**src/rtl/spm_pkg.sv**
```systemverilog
// Shared types for the SPM read streamer: FSM states, command record and counter sizing.
// The optional stride feature (macro SPM_RD_STRIDE_EN) is handled in spm_rd_streamer.
package spm_pkg;

    typedef enum logic [1:0] {
        IDLE  = 2'd0,
        ISSUE = 2'd1,
        DRAIN = 2'd2
    } rd_state_e;

    localparam int SPM_ADDR_W     = 12;
    localparam int SPM_LEN_W      = 13;
    localparam int SPM_FIFO_DEPTH = 8;
    localparam int CNT_W          = $clog2(SPM_FIFO_DEPTH) + 1;

    typedef struct packed {
        logic [SPM_ADDR_W-1:0] base;
        logic [SPM_LEN_W-1:0]  len;
        logic [SPM_ADDR_W-1:0] stride;
    } spm_rd_cmd_t;

    // Counter width able to hold 0..depth inclusive.
    function automatic int cnt_width(input int depth);
        return $clog2(depth) + 1;
    endfunction

endpackage

```
**src/rtl/spm_rd_streamer_chk.sv**
```systemverilog
// Safety checks for the read streamer: the credit scheme must never overflow the output FIFO.
module spm_rd_streamer_chk #(
    parameter int FIFO_DEPTH = 8,
    parameter int CNT_W      = 4
) (
    input logic             clk,
    input logic             rst,
    input logic             i_push,
    input logic             i_full,
    input logic [CNT_W-1:0] i_credit,
    input logic [CNT_W-1:0] i_fifo_cnt
);

    a_no_overflow: assert property (@(posedge clk) disable iff (rst) !(i_push && i_full));
    a_credit_max:  assert property (@(posedge clk) disable iff (rst) i_credit <= CNT_W'(FIFO_DEPTH));
    a_credit_cov:  assert property (@(posedge clk) disable iff (rst) i_credit >= i_fifo_cnt);

endmodule

```
**src/rtl/spm_sync_fifo.sv**
```systemverilog
// Synchronous FIFO with occupancy count; a push while full is dropped.
module spm_sync_fifo #(
    parameter int WIDTH = 65,
    parameter int DEPTH = 8,
    parameter int CNT_W = $clog2(DEPTH) + 1
) (
    input  logic             clk,
    input  logic             rst,
    input  logic             i_push,
    input  logic [WIDTH-1:0] i_data,
    input  logic             i_pop,
    output logic [WIDTH-1:0] o_data,
    output logic             o_empty,
    output logic             o_full,
    output logic [CNT_W-1:0] o_count
);

    localparam int PTR_W = $clog2(DEPTH);

    logic [WIDTH-1:0] mem_q [DEPTH];
    logic [PTR_W-1:0] wr_ptr_q, wr_ptr_d;
    logic [PTR_W-1:0] rd_ptr_q, rd_ptr_d;
    logic [CNT_W-1:0] count_q, count_d;
    logic             do_push_s;
    logic             do_pop_s;

    assign o_empty = (count_q == CNT_W'(0));
    assign o_full  = (count_q == CNT_W'(DEPTH));
    assign o_count = count_q;
    assign o_data  = mem_q[rd_ptr_q];

    // Pointer and occupancy next-state.
    always_comb begin
        do_push_s = i_push & ~o_full;
        do_pop_s  = i_pop & ~o_empty;
        wr_ptr_d  = wr_ptr_q + PTR_W'(do_push_s);
        rd_ptr_d  = rd_ptr_q + PTR_W'(do_pop_s);
        count_d   = count_q + CNT_W'(do_push_s) - CNT_W'(do_pop_s);
    end

    // Pointer and occupancy registers.
    always_ff @(posedge clk) begin
        if (rst) begin
            wr_ptr_q <= PTR_W'(0);
            rd_ptr_q <= PTR_W'(0);
            count_q  <= CNT_W'(0);
        end else begin
            wr_ptr_q <= wr_ptr_d;
            rd_ptr_q <= rd_ptr_d;
            count_q  <= count_d;
        end
    end

    // Storage array; contents are meaningless while empty so it is not reset.
    always_ff @(posedge clk) begin
        if (do_push_s) begin
            mem_q[wr_ptr_q] <= i_data;
        end
    end

endmodule

```
**src/rtl/spm_rd_streamer.sv**
```systemverilog
// Burst read front end for one URAM scratchpad port: issues reads, absorbs RD_LAT, streams data out.
// Optional macro SPM_RD_STRIDE_EN adds i_cmd_stride as the per-word address step (default step 1).
module spm_rd_streamer
    import spm_pkg::*;
#(
    parameter int ADDR_WIDTH = 12,
    parameter int DATA_WIDTH = 64,
    parameter int RD_LAT     = 3,
    parameter int FIFO_DEPTH = 8,
    parameter int LEN_WIDTH  = 13
) (
    input  logic                  clk,
    input  logic                  rst,
    input  logic                  i_cmd_valid,
    output logic                  o_cmd_ready,
    input  logic [ADDR_WIDTH-1:0] i_cmd_base,
    input  logic [LEN_WIDTH-1:0]  i_cmd_len,
`ifdef SPM_RD_STRIDE_EN
    input  logic [ADDR_WIDTH-1:0] i_cmd_stride,
`endif
    output logic [ADDR_WIDTH-1:0] o_spm_addr,
    output logic                  o_spm_en,
    output logic                  o_spm_wr_en,
    input  logic [DATA_WIDTH-1:0] i_spm_rd_data,
    output logic                  o_valid,
    input  logic                  i_ready,
    output logic [DATA_WIDTH-1:0] o_data,
    output logic                  o_last,
    output logic                  o_done
);

    localparam int CRD_W = cnt_width(FIFO_DEPTH);

    rd_state_e             state_q, state_d;
    logic [ADDR_WIDTH-1:0] addr_q, addr_d;
    logic [ADDR_WIDTH-1:0] next_addr_q, next_addr_d;
    logic [ADDR_WIDTH-1:0] step_q, step_d;
    logic [LEN_WIDTH-1:0]  remain_q, remain_d;
    logic                  en_q, en_d;
    logic                  tag_q, tag_d;
    logic [RD_LAT-1:0]     vld_sr_q, vld_sr_d;
    logic [RD_LAT-1:0]     last_sr_q, last_sr_d;
    logic [CRD_W-1:0]      credit_q, credit_d;
    logic                  zdone_q, zdone_d;

    logic [ADDR_WIDTH-1:0] cmd_step_s;
    logic                  push_s;
    logic                  pop_s;
    logic                  credit_ok_s;
    logic                  fifo_empty_s;
    logic                  fifo_full_s;
    logic [CRD_W-1:0]      fifo_cnt_s;
    logic [DATA_WIDTH:0]   fifo_dout_s;

`ifdef SPM_RD_STRIDE_EN
    assign cmd_step_s = i_cmd_stride;
`else
    assign cmd_step_s = ADDR_WIDTH'(1);
`endif

    assign o_cmd_ready = (state_q == IDLE);
    assign o_spm_addr  = addr_q;
    assign o_spm_en    = en_q;
    assign o_spm_wr_en = 1'b0;
    assign o_valid     = ~fifo_empty_s;
    assign o_data      = fifo_dout_s[DATA_WIDTH-1:0];
    assign o_last      = o_valid & fifo_dout_s[DATA_WIDTH];
    assign pop_s       = o_valid & i_ready;
    assign push_s      = vld_sr_q[RD_LAT-1];
    assign o_done      = zdone_q | (pop_s & o_last);

    // A slot freed by this cycle's pop may be reused at once: its replacement lands RD_LAT+1 cycles later.
    assign credit_ok_s = ((credit_q - CRD_W'(pop_s)) < CRD_W'(FIFO_DEPTH));

    // Burst FSM: issue decisions, address generation and credit accounting.
    always_comb begin
        state_d     = state_q;
        addr_d      = addr_q;
        next_addr_d = next_addr_q;
        step_d      = step_q;
        remain_d    = remain_q;
        en_d        = 1'b0;
        tag_d       = 1'b0;
        zdone_d     = 1'b0;
        case (state_q)
            IDLE: begin
                if (i_cmd_valid) begin
                    step_d = cmd_step_s;
                    if (i_cmd_len == LEN_WIDTH'(0)) begin
                        zdone_d = 1'b1;
                    end else begin
                        en_d        = 1'b1;
                        tag_d       = (i_cmd_len == LEN_WIDTH'(1));
                        addr_d      = i_cmd_base;
                        next_addr_d = i_cmd_base + cmd_step_s;
                        remain_d    = i_cmd_len - LEN_WIDTH'(1);
                        state_d     = (i_cmd_len == LEN_WIDTH'(1)) ? DRAIN : ISSUE;
                    end
                end else begin
                    zdone_d = 1'b0;
                end
            end
            ISSUE: begin
                if (credit_ok_s) begin
                    en_d        = 1'b1;
                    tag_d       = (remain_q == LEN_WIDTH'(1));
                    addr_d      = next_addr_q;
                    next_addr_d = next_addr_q + step_q;
                    remain_d    = remain_q - LEN_WIDTH'(1);
                    if (remain_q == LEN_WIDTH'(1)) begin
                        state_d = DRAIN;
                    end else begin
                        state_d = ISSUE;
                    end
                end else begin
                    en_d = 1'b0;
                end
            end
            DRAIN: begin
                if (pop_s && o_last) begin
                    state_d = IDLE;
                end else begin
                    state_d = DRAIN;
                end
            end
            default: begin
                state_d = IDLE;
            end
        endcase
        credit_d = credit_q + CRD_W'(en_d) - CRD_W'(pop_s);
    end

    // Read-latency tracker: a read enabled in cycle t is captured in cycle t+RD_LAT.
    always_comb begin
        vld_sr_d     = vld_sr_q;
        last_sr_d    = last_sr_q;
        vld_sr_d[0]  = en_q;
        last_sr_d[0] = tag_q;
        for (int i = 1; i < RD_LAT; i++) begin
            vld_sr_d[i]  = vld_sr_q[i-1];
            last_sr_d[i] = last_sr_q[i-1];
        end
    end

    // State registers; reset discards everything in flight.
    always_ff @(posedge clk) begin
        if (rst) begin
            state_q     <= IDLE;
            addr_q      <= ADDR_WIDTH'(0);
            next_addr_q <= ADDR_WIDTH'(0);
            step_q      <= ADDR_WIDTH'(1);
            remain_q    <= LEN_WIDTH'(0);
            en_q        <= 1'b0;
            tag_q       <= 1'b0;
            vld_sr_q    <= RD_LAT'(0);
            last_sr_q   <= RD_LAT'(0);
            credit_q    <= CRD_W'(0);
            zdone_q     <= 1'b0;
        end else begin
            state_q     <= state_d;
            addr_q      <= addr_d;
            next_addr_q <= next_addr_d;
            step_q      <= step_d;
            remain_q    <= remain_d;
            en_q        <= en_d;
            tag_q       <= tag_d;
            vld_sr_q    <= vld_sr_d;
            last_sr_q   <= last_sr_d;
            credit_q    <= credit_d;
            zdone_q     <= zdone_d;
        end
    end

    spm_sync_fifo #(
        .WIDTH (DATA_WIDTH + 1),
        .DEPTH (FIFO_DEPTH),
        .CNT_W (CRD_W)
    ) u_fifo (
        .clk     (clk),
        .rst     (rst),
        .i_push  (push_s),
        .i_data  ({last_sr_q[RD_LAT-1], i_spm_rd_data}),
        .i_pop   (pop_s),
        .o_data  (fifo_dout_s),
        .o_empty (fifo_empty_s),
        .o_full  (fifo_full_s),
        .o_count (fifo_cnt_s)
    );

    spm_rd_streamer_chk #(
        .FIFO_DEPTH (FIFO_DEPTH),
        .CNT_W      (CRD_W)
    ) u_chk (
        .clk        (clk),
        .rst        (rst),
        .i_push     (push_s),
        .i_full     (fifo_full_s),
        .i_credit   (credit_q),
        .i_fifo_cnt (fifo_cnt_s)
    );

endmodule

```
**config.mk**
```make
export PLATFORM = sky130hd
export DESIGN_NAME = spm_rd_streamer
export DESIGN_NICKNAME = d
export VERILOG_FILES = /design/src/rtl/spm_pkg.sv /design/src/rtl/spm_rd_streamer_chk.sv /design/src/rtl/spm_sync_fifo.sv /design/src/rtl/spm_rd_streamer.sv
export SDC_FILE = /design/constraint.sdc
export NUM_CORES = 1
export LEC_CHECK = 0
export BUFFER_PORTS_ARGS = -buffer_cell sky130_fd_sc_hd__buf_2
export CAP_MARGIN = 20
export CORE_MARGIN = 2
export CORE_UTILIZATION = 55
export CTS_BUF_LIST = sky130_fd_sc_hd__clkbuf_16
export CTS_CLUSTER_SIZE = 30
export DETAILED_ROUTE_END_ITERATION = 10
export MAX_ROUTING_LAYER = met4
export PLACE_DENSITY = 0.74
export SYNTH_ARGS = -nofsm -noshare
export SYNTH_HDL_FRONTEND = slang
export SYNTH_SLANG_ARGS = --single-unit
```
**constraint.sdc**
```tcl
create_clock -name clk -period 12.95 [get_ports clk]
set_input_delay 0.6475 -clock clk [delete_from_list [all_inputs] [get_ports clk]]
set_output_delay 0.6475 -clock clk [all_outputs]
set_load 0.005 [all_outputs]
```
==> flow_summary.toml, run 1 <==
[placement]
place_congestion = 0.823
dp_hpwl_mm = 25.4
dp_slack_ns = 9.27
port-buffer-count = 173

[clock_network]
tritoncts = "built"
ctsLongestPathBuffers = 3
cts_made_buffers = 56
insertion_delay_ns = 0.60
hold_buffers = 0
htreeDepth = 2
postCtsSetupBuffers = 0
clk_pin_slew_worst_paths_ns = 0.06
cts_resized = 0
cts.sinks = 582
cts_root_buf = "clkbuf_16"

[min_path]
hold_class = "in2reg"
hold_start = "i_spm_rd_data[12]"
min_to = "u_fifo.mem_q[7][12]"
min_path_cells = 1

[sta]
finalSetupViolCount = 0
fin_crit_ns = 4.24
setup_tns_ns = 0
fin_skew_ns = 0.0246
fmax_ghz = 0.236
fin_ws_ns = 8.71
final-max-slew-violation-count = 0
period_share_pct = 32.7
slew_headroom_pct = 30.3
worstMarginPinSlew_ns = 1.05
hold_violations = 0
rsz0062_at_grt = "false"

[route]
firstDrtPassIters = 5
drc_errors = 0
wl_per_cell_um = 22.8
ant_nets = 0
dr.first_iter.drc_count = 939
vias = 11738
routed_via_density = 5.87
routed_wl_mm = 45.6

[yosys]
ys_seq_elements = 582
syn-num-nets = 1335
postSynthCellCount = 1219
syn_area_um2 = 23200
yosys_warnings = 0
ys_types = 66
synthArstFlopShare_pct = 0
avgSynthCellArea_um2 = 19.0
ys_seq_area_share_pct = 72.8
synth_edf_count = 520
synth_top_flop_cell = "edfxtp_1"

[grt]
grt_pass1_wl_mm = 70.4
grt_antenna_before_repair = 6
grt_usage_pct = 21.9
grt_overflow_total = 0
grt_max_degree = 71
grt_pass1_vias = 12124

[setup_path]
critPathArrivalTime_ns = 3.59
slowest_stage = "dfxtp_4"
cp-end-kind = "output pin"
r2r-end = "credit_q[2]"
critPathMaxFanout = 70
reg2reg_slack_ns = 9.33
max_stage_delay_ns = 0.93
startpoint_type = "flop"
reg2reg_from = "u_fifo.o_count[2]"
reg2reg_depth = 14
critPathKind = "reg2out"
required_ns = 12.30
path_cells = "buf_4 > mux4_2 > mux2i_1 > inv_1 > a21o_1 > buf_2"

[power]
p_sw_share_pct = 24.1
p_comb_share_pct = 17.9
power_leakage_nw = 8.79
power.density_nw_per_um2 = 174
irDropWorstVdd_mv = 0.110
clock_power_share_pct = 35.5
pwr-share-seq_pct = 46.6
p_switching_mw = 1.12
p_int_mw = 3.51
total_power_mw = 4.63

[run]
drv_cap = 0

[final_layout]
syn2layout_area_growth_pct = 14.7
drive_gt1_share_pct = 33.9
final_common_cell = "edfxtp_1"
final_cell_mix = "520 x edfxtp_1, 173 x buf_2, 130 x mux4_2"
fin_nets = 1525

[status]
status = "finished clean"

[die]
coreArea_um2 = 41800
start_util_pct = 55.5
die-area_um2 = 43800
die_x_um = 209
pin_count = 175
die_h_um = 209
row_count = 75
## worst max-delay path, delay by kind of cell (launching register included)
kind / cells / cell delay (ns)
muxes: 2 / 0.63
AOI/OAI and AO/OA: 1 / 0.19
buffers and inverters: 3 / 1.15
DFF: 1 / 0.93
## worst max-delay path by stage
stage / start / endpoint / slack (ns) / cells after the start
2_1_floorplan: u_fifo.o_count[2] / u_fifo.mem_q[0][0] / 6.95 / 5
5_1_grt: u_fifo.rd_ptr_q[0] / o_data[41] / 8.50 / 4
3_3_place_gp: u_fifo.rd_ptr_q[1] / o_done / 9.26 / 6
3_5_place_dp: u_fifo.rd_ptr_q[1] / o_done / 9.27 / 6
4_1_cts: u_fifo.rd_ptr_q[1] / o_done / 8.63 / 6
6_report: u_fifo.rd_ptr_q[1] / o_done / 8.71 / 6
## cell usage after synthesis, drive strengths merged (13+ instances only)
master	count	area [um2]
a211oi	13	97.6
a21oi	39	195
buf	34	183
clkbuf	29	109
dfxtp	62	1240
edfxtp	520	15600
ha	21	263
inv	23	86.3
mux2	65	736
mux4	130	2930
nand2	47	176
nand3	15	75.1
nor2	53	199
nor2b	14	95.1
o21ai	30	150
## flip-flops by register name (all words and copies together), names as in the netlist
| register | cells |
|---|---|
| credit_q | 4 |
| o_spm_addr | 12 |
| zdone_q | 1 |
| remain_q | 13 |
| u_fifo.rd_ptr_q | 3 |
| tag_q | 1 |
| last_sr_q | 3 |
| vld_sr_q | 3 |
| u_fifo.wr_ptr_q | 3 |
| next_addr_q | 12 |
| state_q | 2 |
| u_fifo.mem_q | 520 |
| u_fifo.o_count | 4 |
| o_spm_en | 1 |
## metrics by stage
step | hold slack, ns | util (%) | cells | area [um2]
finish | 0.310 | 63.6 | 2000 | 26600
global route | 0.293 | 63.6 | 2000 | 26600
CTS | 0.275 | 63.5 | 1992 | 26500
detailed placement | 0.428 | 59.0 | 1888 | 24600
global placement | 0.421 | 59.0 | 1888 | 24600
floorplan | 0.414 | - | 1219 | 23200
## logic make-up (layout without fill, tap and decap cells)
group                    after synthesis  after routing  share of synthesized area [%]
AO/OA/AOI/OAI                        117            117                           3.27
XOR/XNOR                              18             18                          0.681
adder cells (fa/ha/maj)               23             23                           1.31
buffers and inverters                 86            322                           1.63
flip-flops                           582            582                           72.8
multiplexers                         204            204                           16.2
other                                  1              7                         0.0162
AND/OR/NAND/NOR                      188            188                           4.11
## routing by layer
layer  vias up  track usage (%)  part of all wire [%]  wire length, um
met4         0             4.95                   1.8              822
met3        60             4.85                   5.9             2680
met1      6040             28.5                    42            19200
met5         -                -                     0                0
li1       5299                -                     -                -
met2       339             35.9                    50            23000
## layout make-up
cell class              instances  area (um2)
diodes                          6        15.0
inverters                      23        86.3
fillers                      2816       15200
well taps                     539         674
multi-input cells             551        5990
clock inverters                45         407
repair buffers                195        1060
flip-flops and latches        582       16900
clock buffers                  59        1480
## power by group through the flow
stage	Sequential [mW]	Clock, mW	Combinational (mW)
6_report	2.16	1.64	0.829
5_1_grt	2.17	1.74	0.913
4_1_cts	2.16	1.67	0.844
3_5_place_dp	2.20	0	0.836
3_3_place_gp	2.20	0	0.820
2_1_floorplan	2.14	0	0.649
Power figures use the tool's default switching activity.
==> inputs of run 2 (changes only) <==
--- a/config.mk
+++ b/config.mk
@@ -5,6 +5,7 @@
 export SDC_FILE = /design/constraint.sdc
 export NUM_CORES = 1
 export LEC_CHECK = 0
+export ABC_AREA = 1
 export BUFFER_PORTS_ARGS = -buffer_cell sky130_fd_sc_hd__buf_2
 export CAP_MARGIN = 20
 export CORE_MARGIN = 2
==> constraint.sdc (replaced) <==
create_clock -name clk -period 4 [get_ports clk]
set_input_delay 0.2 -clock clk [delete_from_list [all_inputs] [get_ports clk]]
set_output_delay 0.2 -clock clk [all_outputs]
set_load 0.005 [all_outputs]
==> run 2 against run 1 <==
Effect of this change:
- sequential share of layout area shrank 1.8 points
- critical endpoint is now o_data[60]
- hold slack lost 0.27 ns
- flip-flop and latch count is the same
- critical path depth grew 1
- non-clock buffer count grew 76
- critical path type unchanged
==> flow_summary.toml, run 2 <==
[placement]
dp_hpwl_mm = 28.3
dp.cells = 2637
place_congestion = 0.835
placed_cell_area_um2 = 24900
dp_slack_ns = 1.16
port-buffer-count = 173

[yosys]
ys_top_cells_by_count = "539 x nor2_1, 520 x edfxtp_1, 305 x o21ai_0, 120 x nand2_1, 82 x inv_1"
muxShareOfSynthArea_pct = 0
synth_top_area_share_pct = 66.4
synthXorXnorAreaFrac_pct = 0.559
synth_area_leaders = "edfxtp_1 66%, nor2_1 8.6%, o21ai_0 6.5%, dfxtp_1 5.3%, nand2_1 1.9%"
avgSynthCellArea_um2 = 11.7
synth_compound_area_share_pct = 10.8
yosys_warnings = 0
ys_seq_elements = 582
synth_top_family_by_area = "simple AND/OR/NAND/NOR gates"
synthArstFlopShare_pct = 0
synth_edf_count = 520
synthSimpleGateAreaFrac_pct = 12.1
ys_seq_area_share_pct = 71.7
postSynthCellCount = 2011
synthAdderAreaFrac_pct = 1.29
syn_area_um2 = 23500
synth_top_area_cell = "edfxtp_1"
synth_top_flop_cell = "edfxtp_1"
syn-num-nets = 2127
yosysMostFrequentCell = "nor2_1"
ys_types = 43

[setup_path]
critPathKind = "reg2out"
path_cells = "inv_4 > buf_4 > o21ai_0 > o22ai_1 > nor2_1 > a31oi_1 > buf_2"
required_ns = 3.80
max_stage_delay_ns = 0.80
cp-end-kind = "output pin"
worstSetupStartpoint = "u_fifo.rd_ptr_q[1]"
crit_buf_inv = 3
critPathMaxFanout = 81
critPathArrivalTime_ns = 3.11
startpoint_type = "flop"
cp_top_family = "buffers and inverters"
reg2reg_from = "u_fifo.o_count[2]"
slowest_stage = "inv_4"

[clock_network]
cts_root_buf = "clkbuf_16"
htreeDepth = 2
ctsLongestPathBuffers = 3
cts.sinks = 582
clk_pin_slew_worst_paths_ns = 0.06
tritoncts = "built"
cts_made_buffers = 57
insertion_delay_ns = 0.60

[die]
coreArea_um2 = 42000
pin_count = 175
start_util_pct = 55.9
die-area_um2 = 44400
die_h_um = 211
die_x_um = 211
row_count = 75

[grt]
use_met3_pct = 3.91
grt_overflow_total = 0
grt_usage_pct = 24.6
grt_max_degree = 186
grt_antenna_before_repair = 1
grt_most_used_layer = "met2"
grt_pass1_vias = 15723
grtUsageMet2_pct = 40.4
use_met1_pct = 31.8
grt_pass1_wl_mm = 83.0

[final_layout]
largest_register_ff_count = 520
drive_gt1_share_pct = 14.1
final_cells = 2813
multiInputGateArea_um2 = 5880
fin_nets = 2343
final_cell_mix = "531 x nor2_1, 520 x edfxtp_1, 305 x o21ai_0"
postLayoutCellArea_um2 = 27300
syn2layout_area_growth_pct = 16.2
top_regs = "u_fifo.mem_q: 520 flops, remain_q: 13 flops"
final_common_cell = "nor2_1"
final-seq-area_um2 = 16900
largest_register = "u_fifo.mem_q"
nFillCells = 3153

[sta]
fmax_ghz = 0.302
hold_violations = 0
fin_skew_ns = 0.0149
final-max-slew-violation-count = 0
rsz0062_at_grt = "false"
fin_crit_ns = 3.31
period_share_pct = 82.6
finalSetupViolCount = 0
fin_ws_ns = 0.694
slew_headroom_pct = 34.8
worstMarginPinSlew_ns = 0.979

[min_path]
hold_start = "i_cmd_base[2]"
hold_class = "in2reg"

[route]
vias = 15954
firstDrtPassIters = 5
routed_via_density = 5.67
dr.first_iter.drc_count = 1528
ant_nets = 0
wl_per_cell_um = 18.8
drc_errors = 0
routed_wl_mm = 52.8

[power]
irDropWorstVdd_mv = 0.513
power_leakage_nw = 9.81
power.density_nw_per_um2 = 577

[run]
drv_cap = 0

[status]
status = "finished clean"
run 2: cell count changes in the layout (fill, tap and decap cells not counted), sizes merged, moves of 14 or more:
cell	change
o21ai	+283
a31oi	+62
mux4	-130
nand3	+14
nand2	+82
a21oi	-24
mux2	-65
nor2b	-14
dlygate4sd3	+70
nor2	+495
inv	+71
o22ai	+63
run 2: final timing paths:
path	to	slack, ns	cells after the start
max reg2reg	credit_q[2]	1.09	16
min reg2reg	last_sr_q[0]	0.41	2
min	o_spm_addr[2]	0.04	5
max	o_data[60]	0.69	7
run 2: power by group:
part / leakage [nW] / internal, mW / switching, mW
combinational: 3.70 / 1.36 / 2.50
sequential: 5.19 / 6.78 / 0.152
clock: 0.919 / 2.78 / 2.18
run 2: timing repair:
| action | 4_1_cts | 5_1_grt |
|---|---|---|
| endpoints found under the hold margin | 519 | 0 |
| hold buffers | 70 | 0 |
| buffers inserted | 0 | 0 |
| resized for setup | 0 | 0 |
run 2: area by class of cell:
type	instances	share of cell area (%)
Sequential cell	582	61.7
Multi-Input combinational cell	1228	21.5
Antenna cell	1	0.00916
Inverter	87	1.24
Tap cell	539	2.47
Clock inverter	46	0.966
Timing Repair Buffer	271	6.68
Clock buffer	59	5.40
run 2: cells by family (layout without fill, tap and decap cells):
family | Yosys count | in the layout
adders and majority gates | 23 | 23
AOI/OAI and AO/OA | 470 | 470
DFF | 582 | 582
other | 1 | 2
xor gates and xnor gates | 15 | 15
and+or+nand+nor | 719 | 719
buffers and inverters | 201 | 463
run 2: per-stage QoR:
stage	power (mW)	TNS, ns	utilization (%)	hold slack, ns
3_3_place_gp	10.7	0	59.2	0.395
6_report	15.8	0	65.0	0.0417
2_1_floorplan	9.60	-91.49	-	0.299
4_1_cts	15.8	0	65.0	0.0178
3_5_place_dp	10.8	0	59.2	0.396
5_1_grt	16.6	0	65.0	0.0557
run 2: layer usage:
layer  wire length, um  vias to the layer above
met5                 0                        -
met4              1080                        0
met3              3340                       92
met2             26000                      535
met1             22400                     7783
li1                  -                     7544
run 2: worst reg2reg max path: cells and delay by family (launching register included):
family | cells | cell delay (ns)
flops | 1 | 0.31
fa+ha+maj | 4 | 1.07
xor+xnor | 1 | 0.19
simple gates | 8 | 0.99
buf+inv | 3 | 0.20
